--- config.mk ---
export PLATFORM = sky130hd
export DESIGN_NAME = sr_cmd_gen
export DESIGN_NICKNAME = d
export VERILOG_FILES = /design/src/rtl/sr_pkg.sv /design/src/rtl/debounce_cell.sv /design/src/rtl/sr_cmd_gen.sv
export SDC_FILE = /design/constraint.sdc
export NUM_CORES = 1
export LEC_CHECK = 0
export CELL_PAD_IN_SITES_DETAIL_PLACEMENT = 0
export CELL_PAD_IN_SITES_GLOBAL_PLACEMENT = 1
export CORE_MARGIN = 10
export CORE_UTILIZATION = 39
export DETAILED_ROUTE_END_ITERATION = 8
export GPL_ROUTABILITY_DRIVEN = 0
export GPL_TIMING_DRIVEN = 0
export PLACE_DENSITY = 0.72
export REMOVE_ABC_BUFFERS = 1
export SETUP_SLACK_MARGIN = 0.2
export SLEW_MARGIN = 20
export SYNTH_ARGS = -nofsm -noshare
export SYNTH_HDL_FRONTEND = slang
export SYNTH_SLANG_ARGS = --single-unit
--- constraint.sdc ---
create_clock -name clk -period 1.15 [get_ports clk]
set_input_delay 0.1725 -clock clk [delete_from_list [all_inputs] [get_ports clk]]
set_output_delay 0.1725 -clock clk [all_outputs]
set_load 0.02 [all_outputs]
--- src/rtl/sr_pkg.sv ---
// Shared definitions for the SR command generator: parameter defaults and
// the command encoding used by the set/clear arbiter.
package sr_pkg;

    localparam int DEBOUNCE_CYCLES_DEF = 4;
    localparam int CNT_W_DEF           = 8;

    typedef enum logic [1:0] {
        NONE = 2'd0,
        SET  = 2'd1,
        CLR  = 2'd2
    } sr_cmd_e;

    // Simultaneous rising edges cancel each other; the conflict flag is
    // reported separately so the downstream flop never sees s and r together.
    function automatic sr_cmd_e sr_arbitrate(input logic rise_set, input logic rise_clr);
        sr_cmd_e cmd;
        cmd = NONE;
        if (rise_set && !rise_clr) begin
            cmd = SET;
        end else if (rise_clr && !rise_set) begin
            cmd = CLR;
        end
        return cmd;
    endfunction

endpackage

--- src/rtl/debounce_cell.sv ---
// Two-flop synchronizer followed by a consecutive-sample debounce counter.
// The stable level flips on the DEBOUNCE_CYCLES-th mismatching synchronized sample.
module debounce_cell
    import sr_pkg::*;
#(
    parameter int DEBOUNCE_CYCLES = DEBOUNCE_CYCLES_DEF,
    parameter int CNT_W           = CNT_W_DEF
) (
    input  logic clk,
    input  logic reset,
    input  logic raw_in,
    output logic lvl
);

    localparam logic [CNT_W-1:0] CNT_LAST = CNT_W'(DEBOUNCE_CYCLES - 1);

    logic             sync1_q, sync1_d;
    logic             sync2_q, sync2_d;
    logic             lvl_q,   lvl_d;
    logic [CNT_W-1:0] cnt_q,   cnt_d;

    always_comb begin
        sync1_d = raw_in;
        sync2_d = sync1_q;
        lvl_d   = lvl_q;
        cnt_d   = '0;
        // The counter only ever reaches CNT_LAST; the next mismatch toggles
        // the level and clears it, so it can never wrap.
        if (sync2_q != lvl_q) begin
            if (cnt_q >= CNT_LAST) begin
                lvl_d = sync2_q;
                cnt_d = '0;
            end else begin
                cnt_d = cnt_q + 1'b1;
            end
        end
    end

    always_ff @(posedge clk or posedge reset) begin
        if (reset) begin
            sync1_q <= 1'b0;
            sync2_q <= 1'b0;
            lvl_q   <= 1'b0;
            cnt_q   <= '0;
        end else begin
            sync1_q <= sync1_d;
            sync2_q <= sync2_d;
            lvl_q   <= lvl_d;
            cnt_q   <= cnt_d;
        end
    end

    assign lvl = lvl_q;

endmodule

--- src/rtl/sr_cmd_gen.sv ---
// Turns two bouncy raw request lines into single-cycle s/r pulses for an SR
// flop, with a conflict pulse when both qualify on the same edge.
module sr_cmd_gen
    import sr_pkg::*;
#(
    parameter int DEBOUNCE_CYCLES = DEBOUNCE_CYCLES_DEF,
    parameter int CNT_W           = CNT_W_DEF
) (
    input  logic clk,
    input  logic reset,
    input  logic set_req,
    input  logic clr_req,
    output logic s,
    output logic r,
    output logic conflict,
    output logic set_lvl,
    output logic clr_lvl
);

    logic    set_lvl_w, clr_lvl_w;
    logic    set_prev_q, set_prev_d;
    logic    clr_prev_q, clr_prev_d;
    logic    s_q, s_d;
    logic    r_q, r_d;
    logic    conflict_q, conflict_d;
    logic    rise_set, rise_clr;
    sr_cmd_e cmd;

    debounce_cell #(
        .DEBOUNCE_CYCLES(DEBOUNCE_CYCLES),
        .CNT_W          (CNT_W)
    ) u_set_cell (
        .clk   (clk),
        .reset (reset),
        .raw_in(set_req),
        .lvl   (set_lvl_w)
    );

    debounce_cell #(
        .DEBOUNCE_CYCLES(DEBOUNCE_CYCLES),
        .CNT_W          (CNT_W)
    ) u_clr_cell (
        .clk   (clk),
        .reset (reset),
        .raw_in(clr_req),
        .lvl   (clr_lvl_w)
    );

    // Only rising edges of the debounced levels generate commands.
    always_comb begin
        set_prev_d = set_lvl_w;
        clr_prev_d = clr_lvl_w;
        rise_set   = set_lvl_w & ~set_prev_q;
        rise_clr   = clr_lvl_w & ~clr_prev_q;
        cmd        = sr_arbitrate(rise_set, rise_clr);
        s_d        = (cmd == SET);
        r_d        = (cmd == CLR);
        conflict_d = rise_set & rise_clr;
    end

    always_ff @(posedge clk or posedge reset) begin
        if (reset) begin
            set_prev_q <= 1'b0;
            clr_prev_q <= 1'b0;
            s_q        <= 1'b0;
            r_q        <= 1'b0;
            conflict_q <= 1'b0;
        end else begin
            set_prev_q <= set_prev_d;
            clr_prev_q <= clr_prev_d;
            s_q        <= s_d;
            r_q        <= r_d;
            conflict_q <= conflict_d;
        end
    end

    assign s        = s_q;
    assign r        = r_q;
    assign conflict = conflict_q;
    assign set_lvl  = set_lvl_w;
    assign clr_lvl  = clr_lvl_w;

endmodule

# Yosys cells after proc, flatten, opt, wreduce, memory -nomap -nowiden
# Index checks and enable logic that the tools add are counted.
# totals
register_bits,27
in_bits,4
out_inout_bits,5
elab_cells,38
# classes
addsub,2
magnitude_cmp,2
eq_ne,4
mux,6
n_bitwise,5
n_reduce_logical,6
# ops
op,n
8-bit two-way mux,4
"8-bit by 1-bit adder with 8-bit output, second input constant",2
"8-bit by 2-bit greater-or-equal comparator with 1-bit output, second input constant",2
2-bit two-way mux,2
2-bit AND reduction,2
1-bit bitwise AND,3
"2-bit by 1-bit == test with 1-bit output, second input constant",1
"2-bit == test, second input constant",1
1-bit logical AND,2
1-bit logical NOT,2
1-bit inequality test,2
1-bit NOT,2

# Longest topological paths before layout
# depth
depth_word,7
mapped_depth,4
ltp_nobuf,4

# Hierarchy
# From an unflattened synthesis, not the netlist that was laid out.
# hier_totals
hier_cells,57
area_unflattened_um2,885.8
# modules_own_cells
module,instances,cells_per_inst,area_per_inst_um2,seq_area_each_um2
debounce_cell,2,23,356.6,275.3
sr_cmd_gen,1,11,172.7,125.1

# Least setup slack after synthesis
# No wires, ideal clock.
# synth_timing
path_kind,register to register
from,reg u_clr_cell.cnt_q[0]
to,"reg u_clr_cell.lvl_q, in the netlist u_clr_cell.lvl"
setup_ns,0.125
t_arrival_ns,1.098
t_required_ns,1.025
path_slack_ns,-0.073
path_stages_with_launch,5
path_buffers,0
period_less_slack_ns,1.223
path_cell_list,dfrtp_1 ha_1 nor4_2 nand2_1 mux2_4
# synth_between
elab_chain_cells,2
# synth_rtl
element,line_no,rtl
"start, declared",debounce_cell.sv:20,"logic [CNT_W-1:0] cnt_q, cnt_d;"
"start signal, assigned",debounce_cell.sv:49,cnt_q <= cnt_d;
8-bit by 2-bit greater-or-equal comparator with 1-bit output,debounce_cell.sv:30,if (cnt_q >= CNT_LAST) begin
2-bit AND reduction (no source line),--,
"end signal, assigned",debounce_cell.sv:48,lvl_q <= lvl_d;
"end, declared",debounce_cell.sv:19,"logic lvl_q, lvl_d;"
# No other way between the ends.
# A chain may end at the register's enable or synchronous reset.

# Worst setup path in the final report
# Ends and elaborated chain as after synthesis.

==> metrics.yaml <==
logic_synthesis:
  ys_types: 13
  synth.largest_area_cell: "dfrtp_1"
  yosysWarnings: 0
  synth_cells: 54
  ys_seq_elements: 27
  syn_avg_cell_area_um2: 15.9
  ys_seq_area_frac: 0.786
  synth_top_area_share: 0.786
  netlist_area_um2: 860
  synthTopCellsByArea: "dfrtp_1 79%, mux2_4 3.5%, ha_1 2.9%, nor4_2 2.9%, nor2_1 2.2%"
routing:
  ant_nets: 0
  via_count: 407
  drt-pass1-iter-count: 2
  drc_errors: 0
  vias_per_cell: 3.80
  wire_per_inst_um: 9.45
  first_iter_violations: 10
  wl_um: 1010
clock_network:
  cts_buffers: 3
  htree_levels: 1
  root_buffer: "clkbuf_4"
  clk_path_buf_depth: 2
  cts_tree: "built"
  clk_latency_ns: 0.31
  cts.clk_slew.worst_paths_ns: 0.13
  clock-sinks: 27
layout:
  n_antenna_cell: 0
  n_fill_cell: 166
  stdcell_area_um2: 1100
  fin_nets: 87
  ff_latch_area_um2: 676
  post-route-util: 0.546
  multi_input_area_um2: 244
  drive_above_1_share: 0.250
  syn2layout_area_growth_pct: 28.5
power:
  internal_power_uw: 1170
  switching_share: 0.216
  vdd_drop_max_mv: 0.727
  power_per_cell_area_nw_per_um2: 1350
  p_seq_frac: 0.677
  power.switching_uw: 322
  clkPwrFrac: 0.252
  comb_power_share: 0.071
  p_leak_uw: 0.000520
timing:
  fmaxAchievable_ghz: 0.798
  tightest_slew_ns: 0.549
  skew_ns: 0.00129
  fin_crit_ns: 1.25
  finalHoldViolCount: 0
  maxSlewHeadroom: 0.633
  fin_crit_sh: 1.09
  rsz0062_at_grt: "yes"
  slew_viol_final: 0
  setup_slack_ns: -0.103
  setup_viol: 2
run:
  max-cap-violations: 0
critical_path:
  crit_chain: "ha_2 > nor4_4 > nand2_1 > mux2_4"
  critPathMaxStageDelay_ns: 0.41
  endpoint_kind: "flop"
  critPathBufInv: 0
  timing_worst_setup_path_type: "reg2reg"
  slowest_stage: "dfrtp_1"
  rrSetupSlack_ns: -0.10
  crit_family: "flip-flops"
  path_max_fanout: 2
  crit_cells: 4
  cp.arrival_ns: 1.46
  reg2reg_depth: 4
  crit_path_start_kind: "flop"
  required_ns: 1.36
global_routing:
  grt_start_max_net_pins: 28
  track_usage: 0.0569
  antenna_found_initial: 0
  grt_first_pass_wirelength_um: 1890
  gr-total-overflow: 0
  grt_pass1_vias: 440
floorplanning:
  start_util: 0.425
  pin_count: 9
  core_um2: 2020
  die_w_um: 66.9
  rows: 16
  die_h_um: 66.9
  die_area_um2: 4480
hold_path:
  hold_path.class: "in2async"
place:
  dpl-instance-area_um2: 1010
  dpl.hpwl_um: 727
  port_buffers: 8
outcome:
  violations: "setup timing"
  status: "finished, violations left"
## area by class of cell
cell class,instances,area share
clock inverters,1,0.00453
clock buffers,3,0.0204
well taps,27,0.0306
flip-flops and latches,27,0.612
multi-input cells,35,0.221
repair buffers,11,0.0985
inverters,3,0.0136
## power groups by stage
stage                     registers [µW]  clock network, µW  logic, µW
after global routing                1020                450        122
after CTS                           1010                397       98.4
final                               1010                377        106
after global placement              1030                  0       87.1
after detailed placement            1030                  0       88.5
after floorplan                     1040                  0       41.3
## path summary, 6_finish.rpt
check                                    start                   to
max reg2reg                u_clr_cell.cnt_q[0]       u_clr_cell.lvl
max in group asynchronous                reset  u_set_cell.cnt_q[7]
min                                      reset  u_clr_cell.cnt_q[4]
min reg2reg                 u_clr_cell.sync1_q   u_clr_cell.sync2_q
min in group clk                       clr_req   u_clr_cell.sync1_q
max                        u_clr_cell.cnt_q[0]       u_clr_cell.lvl
## layout by cell type (no fill, tap or decap)
master,synthesis,final
dfrtp_1,27,27
conb_1,1,12
nor2_1,5,5
buf_6,0,5
clkbuf_4,0,3
clkdlybuf4s50_1,0,3
buf_4,0,3
inv_1,3,2
nor4_4,0,2
nor3_1,2,2
xor2_1,2,2
nand3_1,2,2
nor2b_1,2,2
nand2_1,2,2
mux2_4,2,2
ha_2,0,2
nand2b_1,2,1
nand2b_4,0,1
clkinvlp_4,0,1
clkinv_2,0,1
## sequential cells by signal, summed over array words and instances (netlist names)
name and cells:
conflict 1, u_clr_cell.sync2_q 1, u_clr_cell.lvl 1, s 1, u_set_cell.cnt_q 8, u_set_cell.sync2_q 1
u_clr_cell.cnt_q 8, r 1, set_prev_q 1, u_clr_cell.sync1_q 1, clr_prev_q 1, u_set_cell.sync1_q 1
u_set_cell.lvl 1
## stage by stage
stage	power, µW	hold slack, ns	TNS, ns	worst slack [ns]	cells
floorplan	1080	0.204	-0.145	-0.0727	65
global placement	1110	0.334	-5.69	-0.198	100
detailed placement	1120	0.337	-6.20	-0.215	100
CTS	1510	0.246	-0.302	-0.117	105
global route	1590	0.258	-0.356	-0.180	107
finish	1500	0.241	-0.196	-0.103	107
## timing repair
action                                  CTS  global route
endpoints found under the setup margin   38            12
pin swaps                                 2             0
gates resized for setup                  32             4
buffers inserted                          1             2
hold buffers                              0             0
## logic make-up (layout without fill, tap and decap cells)
group | after synthesis | count (layout) | share of synthesized area
adder cells (fa/ha/maj) | 2 | 2 | 0.0291
multiplexers | 2 | 2 | 0.0349
XOR/XNOR | 2 | 2 | 0.0204
other | 1 | 12 | 0.00436
AND/OR/NAND/NOR | 17 | 17 | 0.112
flip-flops | 27 | 27 | 0.786
buffers and inverters | 3 | 18 | 0.0131
## layer usage
metal  part of all wire  wire length [µm]  global-route usage
met1               0.47               472              0.0636
met2               0.44               447              0.0829
met3              0.076                77              0.0234
met4              0.013                13              0.0462
met5                  0                 0                   0
## Yosys cell counts
cell type and number:
dfrtp_1 27, nor2_1 5, inv_1 3, ha_1 2, mux2_4 2, nand2_1 2
nand2b_1 2, nand3_1 2, nor2b_1 2, nor3_1 2, nor4_2 2, xor2_1 2
conb_1 1
Power figures use the tool's default switching activity.
